$ cat src/rtl/clk_sink_monitor.sv
// Clock sink health monitor: counts synchronized rising edges of A over fixed CLK windows
// and reports OK / FAIL_LOW / FAIL_HIGH. Define CLK_SINK_MONITOR_STICKY_EN for sticky fail flags.
`timescale 1ns/1ps
module clk_sink_monitor #(
    parameter int WIN_LEN     = 64,
    parameter int CNT_W       = 8,
    parameter int MIN_EDGES   = 12,
    parameter int MAX_EDGES   = 20,
    parameter int SYNC_STAGES = 2
) (
    input  logic             CLK,
    input  logic             RN,
    input  logic             EN,
    input  logic             A,
    output logic             DONE,
    output logic             OK,
    output logic             FAIL_LOW,
    output logic             FAIL_HIGH,
    output logic [CNT_W-1:0] EDGE_CNT
);

    localparam int WIN_W = $clog2(WIN_LEN);
    localparam int SET_W = $clog2(SYNC_STAGES + 1);

    localparam logic [WIN_W-1:0] WIN_LAST = WIN_W'(WIN_LEN - 1);
    localparam logic [SET_W-1:0] SET_LAST = SET_W'(SYNC_STAGES);
    localparam logic [CNT_W-1:0] MIN_C    = CNT_W'(MIN_EDGES);
    localparam logic [CNT_W-1:0] MAX_C    = CNT_W'(MAX_EDGES);

    typedef enum logic [1:0] {
        IDLE,
        SETTLE,
        COUNT,
        REPORT
    } state_t;

    state_t state, state_nxt;

    logic [SYNC_STAGES-1:0] a_sync;
    logic                   a_dly;
    logic                   rise;
    logic [SET_W-1:0]       settle_cnt;
    logic [WIN_W-1:0]       win_cnt;
    logic [CNT_W-1:0]       edge_cnt;
    logic                   low_now;
    logic                   high_now;
    logic                   fl_nxt;
    logic                   fh_nxt;
    logic                   ok_nxt;

    function automatic logic [CNT_W-1:0] sat_inc(input logic [CNT_W-1:0] v);
        return (&v) ? v : v + 1'b1;
    endfunction

    assign rise = a_sync[SYNC_STAGES-1] & ~a_dly;

    always_ff @(posedge CLK or negedge RN) begin
        if (!RN) begin
            state <= IDLE;
        end else begin
            state <= state_nxt;
        end
    end

    always_comb begin
        state_nxt = state;
        case (state)
            IDLE:    if (EN) state_nxt = SETTLE;
            SETTLE:  if (!EN) state_nxt = IDLE;
                     else if (settle_cnt == SET_LAST) state_nxt = COUNT;
            COUNT:   if (!EN) state_nxt = IDLE;
                     else if (win_cnt == WIN_LAST) state_nxt = REPORT;
            REPORT:  state_nxt = EN ? COUNT : IDLE;
            default: state_nxt = IDLE;
        endcase
    end

    // Verdict for the window just closed; sticky build accumulates failures until reset.
    always_comb begin
        low_now  = (edge_cnt < MIN_C);
        high_now = (edge_cnt > MAX_C);
`ifdef CLK_SINK_MONITOR_STICKY_EN
        fl_nxt   = FAIL_LOW | low_now;
        fh_nxt   = FAIL_HIGH | high_now;
`else
        fl_nxt   = low_now;
        fh_nxt   = high_now;
`endif
        ok_nxt   = ~fl_nxt & ~fh_nxt;
    end

    always_ff @(posedge CLK or negedge RN) begin
        if (!RN) begin
            a_sync     <= '0;
            a_dly      <= 1'b0;
            settle_cnt <= '0;
            win_cnt    <= '0;
            edge_cnt   <= '0;
            DONE       <= 1'b0;
            OK         <= 1'b0;
            FAIL_LOW   <= 1'b0;
            FAIL_HIGH  <= 1'b0;
            EDGE_CNT   <= '0;
        end else begin
            a_sync <= {a_sync[SYNC_STAGES-2:0], A};
            a_dly  <= a_sync[SYNC_STAGES-1];
            DONE   <= 1'b0;
            case (state)
                IDLE: begin
                    settle_cnt <= '0;
                    win_cnt    <= '0;
                    edge_cnt   <= '0;
                end
                SETTLE: begin
                    settle_cnt <= settle_cnt + 1'b1;
                    win_cnt    <= '0;
                    edge_cnt   <= '0;
                end
                COUNT: begin
                    settle_cnt <= '0;
                    win_cnt    <= win_cnt + 1'b1;
                    if (rise) edge_cnt <= sat_inc(edge_cnt);
                end
                REPORT: begin
                    // An edge seen while reporting opens the next window's tally.
                    settle_cnt <= '0;
                    win_cnt    <= '0;
                    edge_cnt   <= {{(CNT_W-1){1'b0}}, rise};
                    DONE       <= 1'b1;
                    EDGE_CNT   <= edge_cnt;
                    OK         <= ok_nxt;
                    FAIL_LOW   <= fl_nxt;
                    FAIL_HIGH  <= fh_nxt;
                end
                default: begin
                    settle_cnt <= '0;
                    win_cnt    <= '0;
                    edge_cnt   <= '0;
                end
            endcase
        end
    end

endmodule

$ cat config.mk
export PLATFORM = sky130hd
export DESIGN_NAME = clk_sink_monitor
export DESIGN_NICKNAME = d
export VERILOG_FILES = /design/src/rtl/clk_sink_monitor.sv
export SDC_FILE = /design/constraint.sdc
export NUM_CORES = 1
export LEC_CHECK = 0
export ABC_AREA = 1
export CORE_MARGIN = 2
export CORE_UTILIZATION = 55
export DETAILED_ROUTE_END_ITERATION = 8
export GPL_ROUTABILITY_DRIVEN = 1
export PLACE_DENSITY_LB_ADDON = 0.2
export SLEW_MARGIN = 20
export SYNTH_ARGS = -nofsm -noshare
export SYNTH_HDL_FRONTEND = slang
export SYNTH_SLANG_ARGS = --single-unit
$ cat constraint.sdc
create_clock -name CLK -period 1.74 [get_ports CLK]
set_input_delay 0.261 -clock CLK [delete_from_list [all_inputs] [get_ports CLK]]
set_output_delay 0.261 -clock CLK [all_outputs]
set_load 0.005 [all_outputs]
==> results.json, run 1 <==
{
  "synth.area.mux_share_pct": 0,
  "final_max_slew_viol_count": 0,
  "critPathMaxFanout": 11,
  "cts_hold_buffers": 0,
  "fin_setup_tns_ns": 0,
  "rsz0062_at_grt": "false",
  "gp_congestion": 0.8392,
  "cts.repair.resized": 0,
  "syn_area_sq_um": 1509,
  "design_area_sq_um": 1743,
  "yosys.area_share.simple_pct": 26.45,
  "post-route-period-util_pct": 89.64,
  "drt_iter0_markers": 51,
  "max_stage_delay_ns": 0.44,
  "cp_data_required_time_ns": 2.00,
  "die_width_um": 56.38,
  "coreArea_sq_um": 2545,
  "power_density_nw_per_um2": 828.3,
  "min_path_type": "input port to asynchronous set/reset pin",
  "dpl.hpwl_mm": 2.068,
  "grt_pass1_wl_mm": 5.030,
  "clock-sinks": 33,
  "antenna_found_initial": 0,
  "cp_slowest_cell": "dfrtp_1",
  "diodes": 0,
  "p_clk_share_pct": 29.4,
  "clock_skew_ns": 0.005248,
  "h-tree-depth": 2,
  "syn_inst": 177,
  "path_buf_inv": 0,
  "synth_fa_ha_area_share_pct": 3.317,
  "dr_total_vias": 1195,
  "io_buffer_count": 15,
  "final_cell_mix": "46 x nand2_1, 33 x dfrtp_1, 20 x nor2_1",
  "grt_max_degree": 34,
  "power_leakage_nw": 0.8458,
  "clock_latency_ns": 0.32,
  "die_y_um": 56.38,
  "p_comb_share_pct": 12.3,
  "rows": 18,
  "p_seq_share_pct": 58.4,
  "synth.avg_cell_area_sq_um": 8.525,
  "first_global_vias": 1173,
  "vdd_ir_drop_max_mv": 0.6653,
  "drt-vias-per-instance": 5.241,
  "p_sw_uw": 354.7,
  "final_cells": 228,
  "die_area_sq_um": 3179,
  "cts_setup_buffers": 0,
  "min_period_ns": 1.560,
  "drv_cap": 0,
  "grtUsageTotal_pct": 20.24,
  "synth_top_family_by_area": "simple AND/OR/NAND/NOR gates",
  "synth_compound_area_share_pct": 7.048,
  "crit_chain": "ha_1 -> nand2_2 -> nor2_2 -> nand2_1 -> nand2_2 -> nor2_2 -> nand2_1 -> nand2_1",
  "clock.fmax_mhz": 641.1,
  "fin_hold_ws_ns": 0.3412,
  "ys_ff_latch": 33,
  "start_kind": "register",
  "ant_nets": 0,
  "end_kind": "register",
  "max_slew.worst_pin.slew_ns": 0.4137,
  "fillers": 208,
  "layout.nets": 206,
  "initial_utilization_pct": 59.29,
  "drc": 0,
  "cts_max_path_buffers": 2,
  "drtPass1Iterations": 4,
  "synth_xor_xnor_area_share_pct": 1.161,
  "synthToLayoutAreaGrowth_pct": 15.51,
  "post-place-ws_ns": 0.2226,
  "ys_types": 20,
  "cts-root-buf": "clkbuf_4",
  "crit_family": "simple AND/OR/NAND/NOR gates",
  "final_common_cell": "nand2_1",
  "drive_gt1_share_pct": 9.596,
  "cts_tree": "yes",
  "ios": 16,
  "critical_path_class": "register to register",
  "wl_per_cell_um": 12.15,
  "cpMostUsedCell": "nand2_1",
  "slew_headroom_pct": 72.42,
  "cts-buffers-inserted": 5,
  "internal-power_mw": 1.089,
  "setup_violations": 0,
  "synth_warnings": 0,
  "status": "completed",
  "p_sw_share_pct": 24.57,
  "arrival_ns": 1.82,
  "post_dp_cell_area_sq_um": 1688,
  "cts.clk_slew.worst_paths_ns": 0.09,
  "dp_cells": 221,
  "yosysSeqAreaShare_pct": 54.73,
  "finalWirelength_mm": 2.771,
  "postLayoutSetupSlackWorst_ns": 0.1802,
  "syn_nets": 185,
  "hold_viol_final": 0,
  "gr-total-overflow": 0
}
cells in the mapped netlist (all sizes together):
master / count / area (sq um)
a21oi: 4 / 20.02
a31oi: 1 / 6.260
buf: 3 / 27.52
clkbuf: 1 / 3.750
dfrtp: 33 / 825.8
ha: 4 / 50.05
inv: 21 / 78.82
nand2: 48 / 185.2
nand3: 15 / 75.07
nand4: 1 / 6.260
nor2: 24 / 105.1
nor3: 3 / 15.01
nor3b: 1 / 12.51
o21ai: 16 / 80.08
xor2: 2 / 17.52
cells by family after synthesis:
| group | count (synthesis) |
|---|---|
| compound gates | 21 |
| xor+xnor | 2 |
| fa+ha+maj | 4 |
| buf+inv | 25 |
| flops | 33 |
| simple gates | 92 |
flip-flops by register name, summed over array words and instances, names as in the netlist:
register	cells
EDGE_CNT	8
a_dly	1
edge_cnt	8
DONE	1
FAIL_HIGH	1
OK	1
win_cnt	6
state	2
FAIL_LOW	1
settle_cnt	2
a_sync	2
path summary, 6_finish.rpt:
kind                             startpoint            end  slack [ns]  cells past startpoint
max in group asynchronous                RN    edge_cnt[1]        1.10                      2
worst max register to register  edge_cnt[0]    edge_cnt[2]        0.18                      8
min in group CLK                  a_sync[0]      a_sync[1]        0.36                      0
worst min register to register    a_sync[0]      a_sync[1]        0.36                      0
worst max-delay path            edge_cnt[0]    edge_cnt[2]        0.18                      8
worst min-delay path                     RN  settle_cnt[1]        0.34                      2
cell type report:
type                       count  area, sq um  area share [%]
sequential                    33        825.8           47.38
multi-input combinational    119        573.1           32.88
inverter                      21        78.83           4.523
timing repair buffer          18        172.7           9.907
clock buffer                   7        55.05           3.159
tap                           30        37.54           2.154
power by group through the flow:
stage | Combinational, mW | Clock (mW) | Sequential [mW]
finish | 0.177 | 0.424 | 0.843
global placement | 0.173 | 0 | 0.853
global route | 0.202 | 0.469 | 0.849
floorplan | 0.0852 | 0 | 0.854
CTS | 0.180 | 0.433 | 0.842
detailed placement | 0.179 | 0 | 0.858
metrics by stage:
stage                     utilization (%)  power, mW
after global routing                68.49      1.520
after CTS                           68.49      1.455
final                               68.49      1.444
after floorplan                         -     0.9394
after global placement              66.32      1.026
after detailed placement            66.32      1.037
metal layers:
layer	GRT usage [%]	routed length (um)
met3	5.069	149
met5	0	0
met2	34.29	1302
met4	7.143	28
met1	25.08	1291
Note: power is estimated with default switching activity, not from simulation.
==> inputs of run 2 (changes only) <==
--- a/config.mk
+++ b/config.mk
@@ -6,11 +6,14 @@
 export NUM_CORES = 1
 export LEC_CHECK = 0
 export ABC_AREA = 1
+export CELL_PAD_IN_SITES_DETAIL_PLACEMENT = 1
+export CELL_PAD_IN_SITES_GLOBAL_PLACEMENT = 2
 export CORE_MARGIN = 2
-export CORE_UTILIZATION = 55
+export CORE_UTILIZATION = 30
 export DETAILED_ROUTE_END_ITERATION = 8
 export GPL_ROUTABILITY_DRIVEN = 1
 export PLACE_DENSITY_LB_ADDON = 0.2
+export SETUP_SLACK_MARGIN = 0.05
 export SLEW_MARGIN = 20
 export SYNTH_ARGS = -nofsm -noshare
 export SYNTH_HDL_FRONTEND = slang
==> results.json, run 2 (synthesis results as in run 1) <==
{
  "status": "completed",
  "rsz0062_at_grt": "false",
  "min_path_type": "register to register",
  "max_slew.worst_pin.slew_ns": 0.4177,
  "drv_cap": 0,
  "grt_pass1_wl_mm": 5.733,
  "min_period_ns": 1.481,
  "clock-sinks": 33,
  "cts_max_path_buffers": 2,
  "arrival_ns": 1.71,
  "clock_skew_ns": 0.004080,
  "ios": 16,
  "cts-root-buf": "clkbuf_8",
  "dpl.hpwl_mm": 2.586,
  "fin_setup_tns_ns": 0,
  "coreArea_sq_um": 4786,
  "antenna_found_initial": 0,
  "final_common_cell": "nand2_1",
  "h-tree-depth": 2,
  "ant_nets": 0,
  "io_buffer_count": 15,
  "cts_tree": "yes",
  "cp_slowest_cell": "dfrtp_1",
  "reg.largest.list": "EDGE_CNT x8, edge_cnt x8, win_cnt x6",
  "end_kind": "register",
  "vdd_ir_drop_max_mv": 0.3095,
  "power_density_nw_per_um2": 951.4,
  "slew_headroom_pct": 72.15,
  "drtPass1Iterations": 4,
  "drive_gt1_share_pct": 10.05,
  "drc": 0,
  "clock_latency_ns": 0.28,
  "post-route-period-util_pct": 85.13,
  "gr-total-overflow": 0,
  "grt_max_degree": 34,
  "fillers": 586,
  "layout.nets": 206,
  "die_area_sq_um": 5613,
  "cpMostUsedCell": "nand2_1",
  "start_kind": "register",
  "dr_total_vias": 1178,
  "first_global_vias": 1253,
  "cts-buffers-inserted": 5,
  "die_width_um": 74.92,
  "grtUsageTotal_pct": 13.92,
  "power_leakage_nw": 0.8731,
  "crit_chain": "ha_1 -> nand2_2 -> nor2_2 -> nand2_1 -> nand2_2 -> nor2_4 -> nand2_1 -> nand2_1",
  "critPathMaxFanout": 11,
  "critical_path_class": "register to register",
  "die_y_um": 74.92,
  "cp_data_required_time_ns": 1.96,
  "initial_utilization_pct": 31.53,
  "drt-vias-per-instance": 4.429,
  "drt_iter0_markers": 59,
  "final_max_slew_viol_count": 0,
  "gp_congestion": 0.8405,
  "clock.fmax_mhz": 675.1,
  "diodes": 0,
  "max_stage_delay_ns": 0.42,
  "wl_per_cell_um": 12.72,
  "finalWirelength_mm": 3.384,
  "synthToLayoutAreaGrowth_pct": 22.97,
  "final_cell_mix": "46 x nand2_1, 33 x dfrtp_1, 20 x nor2_1",
  "final_util_pct": 38.77,
  "hold_viol_final": 0,
  "setup_violations": 0,
  "cts.clk_slew.worst_paths_ns": 0.07,
  "rows": 25
}
==> run 2: worst paths after layout <==
kind | cells after the start | end | slack (ns) | from
setup / recovery | 8 | edge_cnt[2] | 0.26 | edge_cnt[0]
hold reg to reg | 0 | a_sync[1] | 0.35 | a_sync[0]
setup reg to reg | 8 | edge_cnt[2] | 0.26 | edge_cnt[0]
min in group asynchronous | 2 | FAIL_HIGH | 0.38 | RN
hold / removal | 0 | a_sync[1] | 0.35 | a_sync[0]
max in group asynchronous | 2 | win_cnt[4] | 1.06 | RN
==> run 2: critical path, delay by kind of cell, from the launching register on <==
kind,cells,cell delay (ns)
adder cells (fa/ha/maj),1,0.26
flip-flops,1,0.42
AND/OR/NAND/NOR,7,0.73
==> run 2: cell type report <==
cell class                      instances  area [sq um]  share of cell area, %
Timing Repair Buffer                   18         172.7                  9.305
Tap cell                               67         83.83                  4.518
Clock buffer                            7         86.33                  4.653
Sequential cell                        33         825.8                  44.50
Multi-Input combinational cell        119         578.1                  31.15
Inverter                               21         78.83                  4.248
Clock inverter                          1         30.03                  1.618
==> run 2: report_power, final <==
| group | internal (mW) | total, mW | switching, mW |
|---|---|---|---|
| registers | 0.813 | 0.844 | 0.0309 |
| logic | 0.0869 | 0.182 | 0.0948 |
| clock network | 0.467 | 0.740 | 0.273 |
==> run 2: per-stage QoR <==
stage          instance area, sq um  setup WS, ns  hold WS, ns  instances  power, mW
2_1_floorplan                  1509        0.5044     -0.03459        177     0.9394
3_3_place_gp                   1734        0.3136       0.3365        258      1.033
3_5_place_dp                   1734        0.2018       0.3385        258      1.043
4_1_cts                        1851        0.1821       0.3549        266      1.796
5_1_grt                        1856        0.1221       0.3663        266      1.849
6_report                       1856        0.2588       0.3513        266      1.765
==> run 2: repair_timing <==
action | in CTS | in global routing
setup endpoints to repair | 0 | 1
resized for setup | 0 | 1
hold buffers | 0 | 0
setup buffers | 0 | 0
==> run 2: metal layers <==
layer,track usage [%],up-vias,part of all wire (%)
met5,0,-,0
met3,2.811,7,3.7
met4,8.929,0,2.5
li1,-,597,-
met1,17.22,554,46
met2,22.12,20,47
